<file path="src/rtl/id_ex_hazard_stage_if.sv">
// -----------------------------------------------------------------------------
// id_ex_hazard_stage_if
//
// Purpose:
//   Bundles every signal exchanged between the ID/EX pipeline register with
//   load-use hazard detection and its surroundings. The decoded ID-stage
//   instruction and the flush request flow in, while the registered EX-stage
//   copies, the fetch/IF-ID hold enables and the stall counter flow out.
//
// Modports:
//   master : the surrounding pipeline (drives ID fields and PCSrc, observes
//            EX fields, hold enables and STALL_CNT)
//   slave  : the id_ex_hazard_stage block itself
//
// Signal summary:
//   PC_ID, IMM_ID, REG_DATA1_ID, REG_DATA2_ID   32-bit decoded operands
//   FUNCT3_ID (3), FUNCT7_ID (7), OPCODE_ID (7), RD_ID/RS1_ID/RS2_ID (5)
//   PCSrc                                        taken branch -> flush
//   *_EX                                         registered copies + control
//   PC_write, IF_ID_write                        1 = advance, 0 = hold
//   STALL_CNT                                    load-use bubbles inserted
// -----------------------------------------------------------------------------
interface id_ex_hazard_stage_if #(
    parameter int STALL_CNT_W = 16
);
    // ID-stage inputs
    logic [31:0]            PC_ID;
    logic [31:0]            IMM_ID;
    logic [31:0]            REG_DATA1_ID;
    logic [31:0]            REG_DATA2_ID;
    logic [2:0]             FUNCT3_ID;
    logic [6:0]             FUNCT7_ID;
    logic [6:0]             OPCODE_ID;
    logic [4:0]             RD_ID;
    logic [4:0]             RS1_ID;
    logic [4:0]             RS2_ID;
    logic                   PCSrc;

    // EX-stage registered data
    logic [31:0]            PC_EX;
    logic [31:0]            IMM_EX;
    logic [31:0]            REG_DATA1_EX;
    logic [31:0]            REG_DATA2_EX;
    logic [2:0]             FUNCT3_EX;
    logic [6:0]             FUNCT7_EX;
    logic [4:0]             RD_EX;
    logic [4:0]             RS1_EX;
    logic [4:0]             RS2_EX;

    // EX-stage registered control
    logic                   RegWrite_EX;
    logic                   MemRead_EX;
    logic                   MemWrite_EX;
    logic                   MemtoReg_EX;
    logic                   ALUSrc_EX;
    logic                   Branch_EX;
    logic [1:0]             ALUOp_EX;

    // Hold enables and statistics
    logic                   PC_write;
    logic                   IF_ID_write;
    logic [STALL_CNT_W-1:0] STALL_CNT;

    modport master (
        output PC_ID, IMM_ID, REG_DATA1_ID, REG_DATA2_ID,
        output FUNCT3_ID, FUNCT7_ID, OPCODE_ID, RD_ID, RS1_ID, RS2_ID,
        output PCSrc,
        input  PC_EX, IMM_EX, REG_DATA1_EX, REG_DATA2_EX,
        input  FUNCT3_EX, FUNCT7_EX, RD_EX, RS1_EX, RS2_EX,
        input  RegWrite_EX, MemRead_EX, MemWrite_EX, MemtoReg_EX,
        input  ALUSrc_EX, Branch_EX, ALUOp_EX,
        input  PC_write, IF_ID_write, STALL_CNT
    );

    modport slave (
        input  PC_ID, IMM_ID, REG_DATA1_ID, REG_DATA2_ID,
        input  FUNCT3_ID, FUNCT7_ID, OPCODE_ID, RD_ID, RS1_ID, RS2_ID,
        input  PCSrc,
        output PC_EX, IMM_EX, REG_DATA1_EX, REG_DATA2_EX,
        output FUNCT3_EX, FUNCT7_EX, RD_EX, RS1_EX, RS2_EX,
        output RegWrite_EX, MemRead_EX, MemWrite_EX, MemtoReg_EX,
        output ALUSrc_EX, Branch_EX, ALUOp_EX,
        output PC_write, IF_ID_write, STALL_CNT
    );
endinterface

</file>
<file path="src/rtl/id_ex_hazard_stage.sv">
// -----------------------------------------------------------------------------
// id_ex_hazard_stage
//
// Purpose:
//   ID/EX pipeline register for a 5-stage RV32 integer core, combined with the
//   control decoder and the load-use hazard unit.
//   - Decodes OPCODE_ID into the EX-stage control bits.
//   - Detects a load in EX whose destination feeds a source actually used by
//     the instruction in ID; in that case fetch and IF/ID are held for one
//     cycle and a bubble (all control zero) is loaded into EX.
//   - A taken branch (PCSrc) also loads a bubble but never holds fetch; it
//     wins over a simultaneous load-use hazard.
//   - STALL_CNT counts load-use bubbles only, wrapping at 2^STALL_CNT_W.
//
// Ports:
//   clk    : rising-edge clock
//   reset  : asynchronous active-low reset; clears every register
//   bus    : id_ex_hazard_stage_if.slave (ID inputs, EX outputs, hold
//            enables, stall counter)
//
// Parameters:
//   STALL_CNT_W : width of the load-use bubble counter
// -----------------------------------------------------------------------------
module id_ex_hazard_stage #(
    parameter int STALL_CNT_W = 16
) (
    input  logic                  clk,
    input  logic                  reset,
    id_ex_hazard_stage_if.slave   bus
);

    // RV32I major opcodes handled by the decoder
    localparam logic [6:0] OP_R      = 7'b0110011;
    localparam logic [6:0] OP_I_ALU  = 7'b0010011;
    localparam logic [6:0] OP_LOAD   = 7'b0000011;
    localparam logic [6:0] OP_STORE  = 7'b0100011;
    localparam logic [6:0] OP_BRANCH = 7'b1100011;

    localparam logic [1:0] ALUOP_ADD  = 2'b00;
    localparam logic [1:0] ALUOP_BR   = 2'b01;
    localparam logic [1:0] ALUOP_FUNC = 2'b10;

    // ---------------------------------------------------------------------
    // Registered EX-stage state
    // ---------------------------------------------------------------------
    logic [31:0]            r_pc_ex;
    logic [31:0]            r_imm_ex;
    logic [31:0]            r_data1_ex;
    logic [31:0]            r_data2_ex;
    logic [2:0]             r_funct3_ex;
    logic [6:0]             r_funct7_ex;
    logic [4:0]             r_rd_ex;
    logic [4:0]             r_rs1_ex;
    logic [4:0]             r_rs2_ex;

    logic                   r_regwrite_ex;
    logic                   r_memread_ex;
    logic                   r_memwrite_ex;
    logic                   r_memtoreg_ex;
    logic                   r_alusrc_ex;
    logic                   r_branch_ex;
    logic [1:0]             r_aluop_ex;

    logic [STALL_CNT_W-1:0] r_stall_cnt;

    // ---------------------------------------------------------------------
    // Combinational decode of the ID-stage instruction
    // ---------------------------------------------------------------------
    logic                   w_regwrite;
    logic                   w_memread;
    logic                   w_memwrite;
    logic                   w_memtoreg;
    logic                   w_alusrc;
    logic                   w_branch;
    logic [1:0]             w_aluop;
    logic                   w_rs1_used;
    logic                   w_rs2_used;

    always_comb begin
        w_regwrite = 1'b0;
        w_memread  = 1'b0;
        w_memwrite = 1'b0;
        w_memtoreg = 1'b0;
        w_alusrc   = 1'b0;
        w_branch   = 1'b0;
        w_aluop    = ALUOP_ADD;
        w_rs1_used = 1'b0;
        w_rs2_used = 1'b0;
        case (bus.OPCODE_ID)
            OP_R: begin
                w_regwrite = 1'b1;
                w_aluop    = ALUOP_FUNC;
                w_rs1_used = 1'b1;
                w_rs2_used = 1'b1;
            end
            OP_I_ALU: begin
                w_regwrite = 1'b1;
                w_alusrc   = 1'b1;
                w_aluop    = ALUOP_FUNC;
                w_rs1_used = 1'b1;
            end
            OP_LOAD: begin
                w_regwrite = 1'b1;
                w_memread  = 1'b1;
                w_memtoreg = 1'b1;
                w_alusrc   = 1'b1;
                w_aluop    = ALUOP_ADD;
                w_rs1_used = 1'b1;
            end
            OP_STORE: begin
                w_memwrite = 1'b1;
                w_alusrc   = 1'b1;
                w_aluop    = ALUOP_ADD;
                w_rs1_used = 1'b1;
                w_rs2_used = 1'b1;
            end
            OP_BRANCH: begin
                w_branch   = 1'b1;
                w_aluop    = ALUOP_BR;
                w_rs1_used = 1'b1;
                w_rs2_used = 1'b1;
            end
            default: begin
                // Unsupported opcode: leave every control bit low so it
                // behaves as a NOP and reads no register.
            end
        endcase
    end

    // ---------------------------------------------------------------------
    // Load-use hazard detection
    // ---------------------------------------------------------------------
    // x0 is hard-wired to zero, so a load targeting it never produces a
    // value anyone must wait for. Field matches only count when the ID
    // instruction actually reads that source; an I-type's rs2 bits are
    // immediate bits and must not trigger a stall.
    logic w_rs1_match;
    logic w_rs2_match;
    logic w_hazard;
    logic w_stall;
    logic w_bubble;

    assign w_rs1_match = w_rs1_used && (r_rd_ex == bus.RS1_ID);
    assign w_rs2_match = w_rs2_used && (r_rd_ex == bus.RS2_ID);
    assign w_hazard    = r_memread_ex && (r_rd_ex != 5'd0) &&
                         (w_rs1_match || w_rs2_match);

    // A taken branch discards the ID instruction anyway, so holding fetch
    // for it would only delay the redirect.
    assign w_stall  = w_hazard && !bus.PCSrc;
    assign w_bubble = w_hazard || bus.PCSrc;

    assign bus.PC_write    = !w_stall;
    assign bus.IF_ID_write = !w_stall;

    // ---------------------------------------------------------------------
    // ID -> EX register boundary
    // ---------------------------------------------------------------------
    // Data fields always follow ID; inside a bubble they are ignored because
    // no control bit is set, so gating them would only cost logic.
    always_ff @(posedge clk or negedge reset) begin
        if (!reset) begin
            r_pc_ex       <= '0;
            r_imm_ex      <= '0;
            r_data1_ex    <= '0;
            r_data2_ex    <= '0;
            r_funct3_ex   <= '0;
            r_funct7_ex   <= '0;
            r_rd_ex       <= '0;
            r_rs1_ex      <= '0;
            r_rs2_ex      <= '0;
            r_regwrite_ex <= 1'b0;
            r_memread_ex  <= 1'b0;
            r_memwrite_ex <= 1'b0;
            r_memtoreg_ex <= 1'b0;
            r_alusrc_ex   <= 1'b0;
            r_branch_ex   <= 1'b0;
            r_aluop_ex    <= '0;
            r_stall_cnt   <= '0;
        end else begin
            r_pc_ex     <= bus.PC_ID;
            r_imm_ex    <= bus.IMM_ID;
            r_data1_ex  <= bus.REG_DATA1_ID;
            r_data2_ex  <= bus.REG_DATA2_ID;
            r_funct3_ex <= bus.FUNCT3_ID;
            r_funct7_ex <= bus.FUNCT7_ID;
            r_rd_ex     <= bus.RD_ID;
            r_rs1_ex    <= bus.RS1_ID;
            r_rs2_ex    <= bus.RS2_ID;

            if (w_bubble) begin
                r_regwrite_ex <= 1'b0;
                r_memread_ex  <= 1'b0;
                r_memwrite_ex <= 1'b0;
                r_memtoreg_ex <= 1'b0;
                r_alusrc_ex   <= 1'b0;
                r_branch_ex   <= 1'b0;
                r_aluop_ex    <= '0;
            end else begin
                r_regwrite_ex <= w_regwrite;
                r_memread_ex  <= w_memread;
                r_memwrite_ex <= w_memwrite;
                r_memtoreg_ex <= w_memtoreg;
                r_alusrc_ex   <= w_alusrc;
                r_branch_ex   <= w_branch;
                r_aluop_ex    <= w_aluop;
            end

            // Only load-use bubbles are counted; natural wrap is intended.
            if (w_stall) begin
                r_stall_cnt <= r_stall_cnt + STALL_CNT_W'(1);
            end
        end
    end

    // ---------------------------------------------------------------------
    // Output drive
    // ---------------------------------------------------------------------
    assign bus.PC_EX        = r_pc_ex;
    assign bus.IMM_EX       = r_imm_ex;
    assign bus.REG_DATA1_EX = r_data1_ex;
    assign bus.REG_DATA2_EX = r_data2_ex;
    assign bus.FUNCT3_EX    = r_funct3_ex;
    assign bus.FUNCT7_EX    = r_funct7_ex;
    assign bus.RD_EX        = r_rd_ex;
    assign bus.RS1_EX       = r_rs1_ex;
    assign bus.RS2_EX       = r_rs2_ex;

    assign bus.RegWrite_EX  = r_regwrite_ex;
    assign bus.MemRead_EX   = r_memread_ex;
    assign bus.MemWrite_EX  = r_memwrite_ex;
    assign bus.MemtoReg_EX  = r_memtoreg_ex;
    assign bus.ALUSrc_EX    = r_alusrc_ex;
    assign bus.Branch_EX    = r_branch_ex;
    assign bus.ALUOp_EX     = r_aluop_ex;

    assign bus.STALL_CNT    = r_stall_cnt;

endmodule

</file>
<file path="src/flat_wrapper.sv">
// flat-port wrapper written by rule: the top's interface ports become plain ports
module id_ex_hazard_stage_flat 
#(
    parameter int STALL_CNT_W = 16
)
  (clk, reset, bus_PC_ID, bus_IMM_ID, bus_REG_DATA1_ID, bus_REG_DATA2_ID, bus_FUNCT3_ID, bus_FUNCT7_ID, bus_OPCODE_ID, bus_RD_ID, bus_RS1_ID, bus_RS2_ID, bus_PCSrc, bus_PC_EX, bus_IMM_EX, bus_REG_DATA1_EX, bus_REG_DATA2_EX, bus_FUNCT3_EX, bus_FUNCT7_EX, bus_RD_EX, bus_RS1_EX, bus_RS2_EX, bus_RegWrite_EX, bus_MemRead_EX, bus_MemWrite_EX, bus_MemtoReg_EX, bus_ALUSrc_EX, bus_Branch_EX, bus_ALUOp_EX, bus_PC_write, bus_IF_ID_write, bus_STALL_CNT);
  id_ex_hazard_stage_if #(.STALL_CNT_W(STALL_CNT_W)) bus_i ();
  input  logic clk;
  input  logic reset;
  input wire logic [$bits(bus_i.PC_ID)-1:0] bus_PC_ID;
  input wire logic [$bits(bus_i.IMM_ID)-1:0] bus_IMM_ID;
  input wire logic [$bits(bus_i.REG_DATA1_ID)-1:0] bus_REG_DATA1_ID;
  input wire logic [$bits(bus_i.REG_DATA2_ID)-1:0] bus_REG_DATA2_ID;
  input wire logic [$bits(bus_i.FUNCT3_ID)-1:0] bus_FUNCT3_ID;
  input wire logic [$bits(bus_i.FUNCT7_ID)-1:0] bus_FUNCT7_ID;
  input wire logic [$bits(bus_i.OPCODE_ID)-1:0] bus_OPCODE_ID;
  input wire logic [$bits(bus_i.RD_ID)-1:0] bus_RD_ID;
  input wire logic [$bits(bus_i.RS1_ID)-1:0] bus_RS1_ID;
  input wire logic [$bits(bus_i.RS2_ID)-1:0] bus_RS2_ID;
  input wire logic [$bits(bus_i.PCSrc)-1:0] bus_PCSrc;
  output wire logic [$bits(bus_i.PC_EX)-1:0] bus_PC_EX;
  output wire logic [$bits(bus_i.IMM_EX)-1:0] bus_IMM_EX;
  output wire logic [$bits(bus_i.REG_DATA1_EX)-1:0] bus_REG_DATA1_EX;
  output wire logic [$bits(bus_i.REG_DATA2_EX)-1:0] bus_REG_DATA2_EX;
  output wire logic [$bits(bus_i.FUNCT3_EX)-1:0] bus_FUNCT3_EX;
  output wire logic [$bits(bus_i.FUNCT7_EX)-1:0] bus_FUNCT7_EX;
  output wire logic [$bits(bus_i.RD_EX)-1:0] bus_RD_EX;
  output wire logic [$bits(bus_i.RS1_EX)-1:0] bus_RS1_EX;
  output wire logic [$bits(bus_i.RS2_EX)-1:0] bus_RS2_EX;
  output wire logic [$bits(bus_i.RegWrite_EX)-1:0] bus_RegWrite_EX;
  output wire logic [$bits(bus_i.MemRead_EX)-1:0] bus_MemRead_EX;
  output wire logic [$bits(bus_i.MemWrite_EX)-1:0] bus_MemWrite_EX;
  output wire logic [$bits(bus_i.MemtoReg_EX)-1:0] bus_MemtoReg_EX;
  output wire logic [$bits(bus_i.ALUSrc_EX)-1:0] bus_ALUSrc_EX;
  output wire logic [$bits(bus_i.Branch_EX)-1:0] bus_Branch_EX;
  output wire logic [$bits(bus_i.ALUOp_EX)-1:0] bus_ALUOp_EX;
  output wire logic [$bits(bus_i.PC_write)-1:0] bus_PC_write;
  output wire logic [$bits(bus_i.IF_ID_write)-1:0] bus_IF_ID_write;
  output wire logic [$bits(bus_i.STALL_CNT)-1:0] bus_STALL_CNT;
  assign bus_i.PC_ID = bus_PC_ID;
  assign bus_i.IMM_ID = bus_IMM_ID;
  assign bus_i.REG_DATA1_ID = bus_REG_DATA1_ID;
  assign bus_i.REG_DATA2_ID = bus_REG_DATA2_ID;
  assign bus_i.FUNCT3_ID = bus_FUNCT3_ID;
  assign bus_i.FUNCT7_ID = bus_FUNCT7_ID;
  assign bus_i.OPCODE_ID = bus_OPCODE_ID;
  assign bus_i.RD_ID = bus_RD_ID;
  assign bus_i.RS1_ID = bus_RS1_ID;
  assign bus_i.RS2_ID = bus_RS2_ID;
  assign bus_i.PCSrc = bus_PCSrc;
  assign bus_PC_EX = bus_i.PC_EX;
  assign bus_IMM_EX = bus_i.IMM_EX;
  assign bus_REG_DATA1_EX = bus_i.REG_DATA1_EX;
  assign bus_REG_DATA2_EX = bus_i.REG_DATA2_EX;
  assign bus_FUNCT3_EX = bus_i.FUNCT3_EX;
  assign bus_FUNCT7_EX = bus_i.FUNCT7_EX;
  assign bus_RD_EX = bus_i.RD_EX;
  assign bus_RS1_EX = bus_i.RS1_EX;
  assign bus_RS2_EX = bus_i.RS2_EX;
  assign bus_RegWrite_EX = bus_i.RegWrite_EX;
  assign bus_MemRead_EX = bus_i.MemRead_EX;
  assign bus_MemWrite_EX = bus_i.MemWrite_EX;
  assign bus_MemtoReg_EX = bus_i.MemtoReg_EX;
  assign bus_ALUSrc_EX = bus_i.ALUSrc_EX;
  assign bus_Branch_EX = bus_i.Branch_EX;
  assign bus_ALUOp_EX = bus_i.ALUOp_EX;
  assign bus_PC_write = bus_i.PC_write;
  assign bus_IF_ID_write = bus_i.IF_ID_write;
  assign bus_STALL_CNT = bus_i.STALL_CNT;
  id_ex_hazard_stage #(.STALL_CNT_W(STALL_CNT_W)) u_core (.clk(clk), .reset(reset), .bus(bus_i));
endmodule
</file>
<file path="config.mk">
export PLATFORM = sky130hd
export DESIGN_NAME = id_ex_hazard_stage_flat
export DESIGN_NICKNAME = d
export VERILOG_FILES = /design/src/rtl/id_ex_hazard_stage_if.sv /design/src/rtl/id_ex_hazard_stage.sv /design/src/flat_wrapper.sv
export SDC_FILE = /design/constraint.sdc
export NUM_CORES = 1
export LEC_CHECK = 0
export CORE_AREA = 2 2 134 136
export CTS_CLUSTER_DIAMETER = 150
export DETAILED_ROUTE_END_ITERATION = 8
export DIE_AREA = 0 0 136 138
export PLACE_DENSITY_LB_ADDON = 0.2
export SLEW_MARGIN = 20
export SYNTH_ARGS = -nofsm -noshare
export SYNTH_HDL_FRONTEND = slang
export SYNTH_SLANG_ARGS = --single-unit
</file>
<file path="constraint.sdc">
create_clock -name clk -period 2.85 [get_ports clk]
set_input_delay 0.57 -clock clk [delete_from_list [all_inputs] [get_ports clk]]
set_output_delay 0.57 -clock clk [all_outputs]
set_load 0.02 [all_outputs]
</file>
==> metrics.cfg <==
[clocking]
cts_buffers = 17
cts-root-buf = clkbuf_16
cts_tree = yes
clock_path_buffers = 2
cts-htree-levels = 4
cts_setup_buffers = 0
ctsHoldBuffers = 0
clkLatencyLatePin_ps = 420
cts.sinks = 175
clk_pin_slew_ps = 70

[sta]
setup_ws_ps = 124
period_needed_ps = 2730
finalCritPeriodShare_pct = 95.7
slew_headroom_pct = 59.1
worst_slew_pin_slew_ps = 614
final.setup.tns_ps = 0
drv_slew = 0
finalHoldViolCount = 0
rsz0062_at_grt = no
max_freq_ghz = 0.367
setup_viol = 0
clock-skew-final_ps = 7.87

[job]
drv_cap = 0

[critical_path]
crit_arrival_ps = 2160
critical-path-top-delay-family = buffers and inverters
path_cells = clkdlybuf4s50_1, xor2_1, nor4_1, buf_4, a2bb2oi_2, or3_1, buf_2
critPathCaptureType = primary output
crit_required_ps = 2280
path_class = input port to primary output
critical_path.max_stage_delay_ps = 430
cp_slowest_cell = clkdlybuf4s50_1
worstPathBufferInverterCount = 3
crit_path_start_kind = input port
crit_fanout = 2
rrSetupSlack_ps = 790

[grt]
grt_first_pass_wirelength_mm = 23.4
grt_overflow_total = 0
grt_usage_pct = 16.9
grt_max_degree = 64
grt_pass1_vias = 4033
antenna_found_initial = 0

[place]
hpwl_mm = 12.2
portBuffers = 341
place_congestion = 0.879
pre_cts_ws_ps = -259

[synthesis]
synth_mux_area_share_pct = 0.224
syn_inst = 265
synth_top_family_by_area = simple AND/OR/NAND/NOR gates
yosys.area_share.simple_pct = 6.20
synth.top_cells.by_area = dfrtp_1 (87%), xor2_1 (3.5%), nor4_1 (0.87%)
ys_seq_elements = 175
yosysMostFrequentCell = dfrtp_1
synth_edf_count = 0
synth_xor_area_share_pct = 4.36
synth-adder-area-share_pct = 0.249
yosys-top-cells-count = dfrtp_1 (175), xor2_1 (20), nand2_1 (9)
synth_area_sq_mm = 0.00503
yosys.cell_types.count = 30
synth-seq-area-share_pct = 87.1
async_flop_share_pct = 100
synth_compound_area_share_pct = 1.07
synthDominantCellAreaShare_pct = 87.1
yosysWarningCount = 0
yosysTopAreaCell = dfrtp_1
avgSynthCellArea_sq_um = 19.0
synthesis.nets = 429
synthFlopType = dfrtp_1

[run_status]
outcome = complete, no violations

[die]
die_area_sq_mm = 0.0188
initial_utilization_pct = 28.7
floorplan.rows = 49
boundaryPins = 342
core_sq_mm = 0.0175
die_width_um = 136
die_height_um = 138

[power]
leakage_uw = 0.00401
ir_drop_mv = 0.427
powerDensity_mw_per_mm2 = 599

[final_layout]
post-route-util_pct = 53.5
nNetsFinal = 797
syn_to_final_growth_pct = 86.7
antennaDiodeCount = 0
drive_gt1_share_pct = 8.67

[min_path]
hold_class = input port to asynchronous set/reset pin

[drt]
drt_iter0_drc = 136
first_pass_iters = 4
postRouteAntennaNets = 0
vias = 3579
viasPerCell = 4.09
wl_per_cell_um = 17.7
drc = 0
wirelength_mm = 15.4

## power by group
| group | total (uW) | switching [uW] | internal (uW) | leakage (uW) |
|---|---|---|---|---|
| Sequential | 2630 | 38.0 | 2590 | 0.00209 |
| Combinational | 703 | 302 | 401 | 0.00164 |
| Clock | 2290 | 1020 | 1270 | 0.000284 |
## metrics by stage
stage          power (uW)  cell area [sq um]  hold slack (ps)  cells
6_report             5620               9380              121    875
5_1_grt              5840               9380              157    875
4_1_cts              5700               9400              145    875
3_5_place_dp         3390               8800              478    843
3_3_place_gp         3380               8800              473    843
2_1_floorplan        2840               5030              274    265
## path summary, 6_finish.rpt
| check | from | depth (start not counted) | to |
|---|---|---|---|
| worst min-delay path | reset | 1 | u_core.bus.IMM_EX[31]$_DFF_PN0_ |
| worst max register to register | u_core.bus.RD_EX[2]$_DFF_PN0_ | 7 | u_core.bus.STALL_CNT[1]$_DFFE_PN0P_ |
| min in group clk | u_core.bus.STALL_CNT[15]$_DFFE_PN0P_ | 1 | u_core.bus.STALL_CNT[15]$_DFFE_PN0P_ |
| worst min register to register | u_core.bus.STALL_CNT[15]$_DFFE_PN0P_ | 1 | u_core.bus.STALL_CNT[15]$_DFFE_PN0P_ |
| worst max-delay path | bus_RS1_ID[2] | 7 | bus_PC_write |
| max in group asynchronous | reset | 2 | u_core.bus.REG_DATA2_EX[13]$_DFF_PN0_ |
## cell families (layout without fill, tap and decap cells)
kind of cell               count (synthesis)  count (layout)
buffers and inverters                      6             387
adders and majority gates                  1               1
muxes                                      1               1
DFF                                      175             175
AOI/OAI and AO/OA                          5               5
xor gates and xnor gates                  25              25
and+or+nand+nor                           52              52
## layout by cell type (no fill, tap or decap), types with 2 or more instances in the layout
master / n
clkdlybuf4s50_1: 338
dfrtp_1: 175
xor2_1: 20
clkbuf_16: 17
buf_4: 12
nand2_1: 9
nor4_1: 7
nor2_1: 6
nor3_1: 6
xnor2_1: 5
nand3_1: 4
inv_6: 4
nand4_1: 3
or3_1: 3
nor3_2: 3
inv_8: 3
nand2b_1: 2
a21oi_1: 2
clkinv_4: 2
clkinvlp_4: 2
buf_2: 2
## flip-flops by register name, summed over array words and instances (netlist names), 2 cells and up
register and count:
u_core.bus.IMM_EX 32, u_core.bus.REG_DATA1_EX 32, u_core.bus.RS1_EX 5, u_core.bus.FUNCT7_EX 7, u_core.bus.REG_DATA2_EX 32, u_core.bus.RD_EX 5
u_core.bus.FUNCT3_EX 3, u_core.bus.STALL_CNT 16, u_core.bus.ALUOp_EX 2, u_core.bus.PC_EX 32, u_core.bus.RS2_EX 5
## routing by layer
metal	up-vias	track usage (%)	routed length [um]
li1	1609	-	-
met2	178	29.8	8170
met5	-	0	0
met3	23	6.09	1350
met4	0	7.29	385
met1	1769	18.1	5540
## repair_timing
action,CTS,global route
gates resized for setup,6,2
setup endpoints to repair,2,2
pin swaps,0,1
## layout make-up
type	count	area, sq um
clock buffer	19	443
clock inverter	13	148
fill	1508	8150
inverter	1	3.75
multi-input combinational	84	608
sequential	175	4380
tap	229	287
timing repair buffer	354	3510
Power figures use the tool's default switching activity.
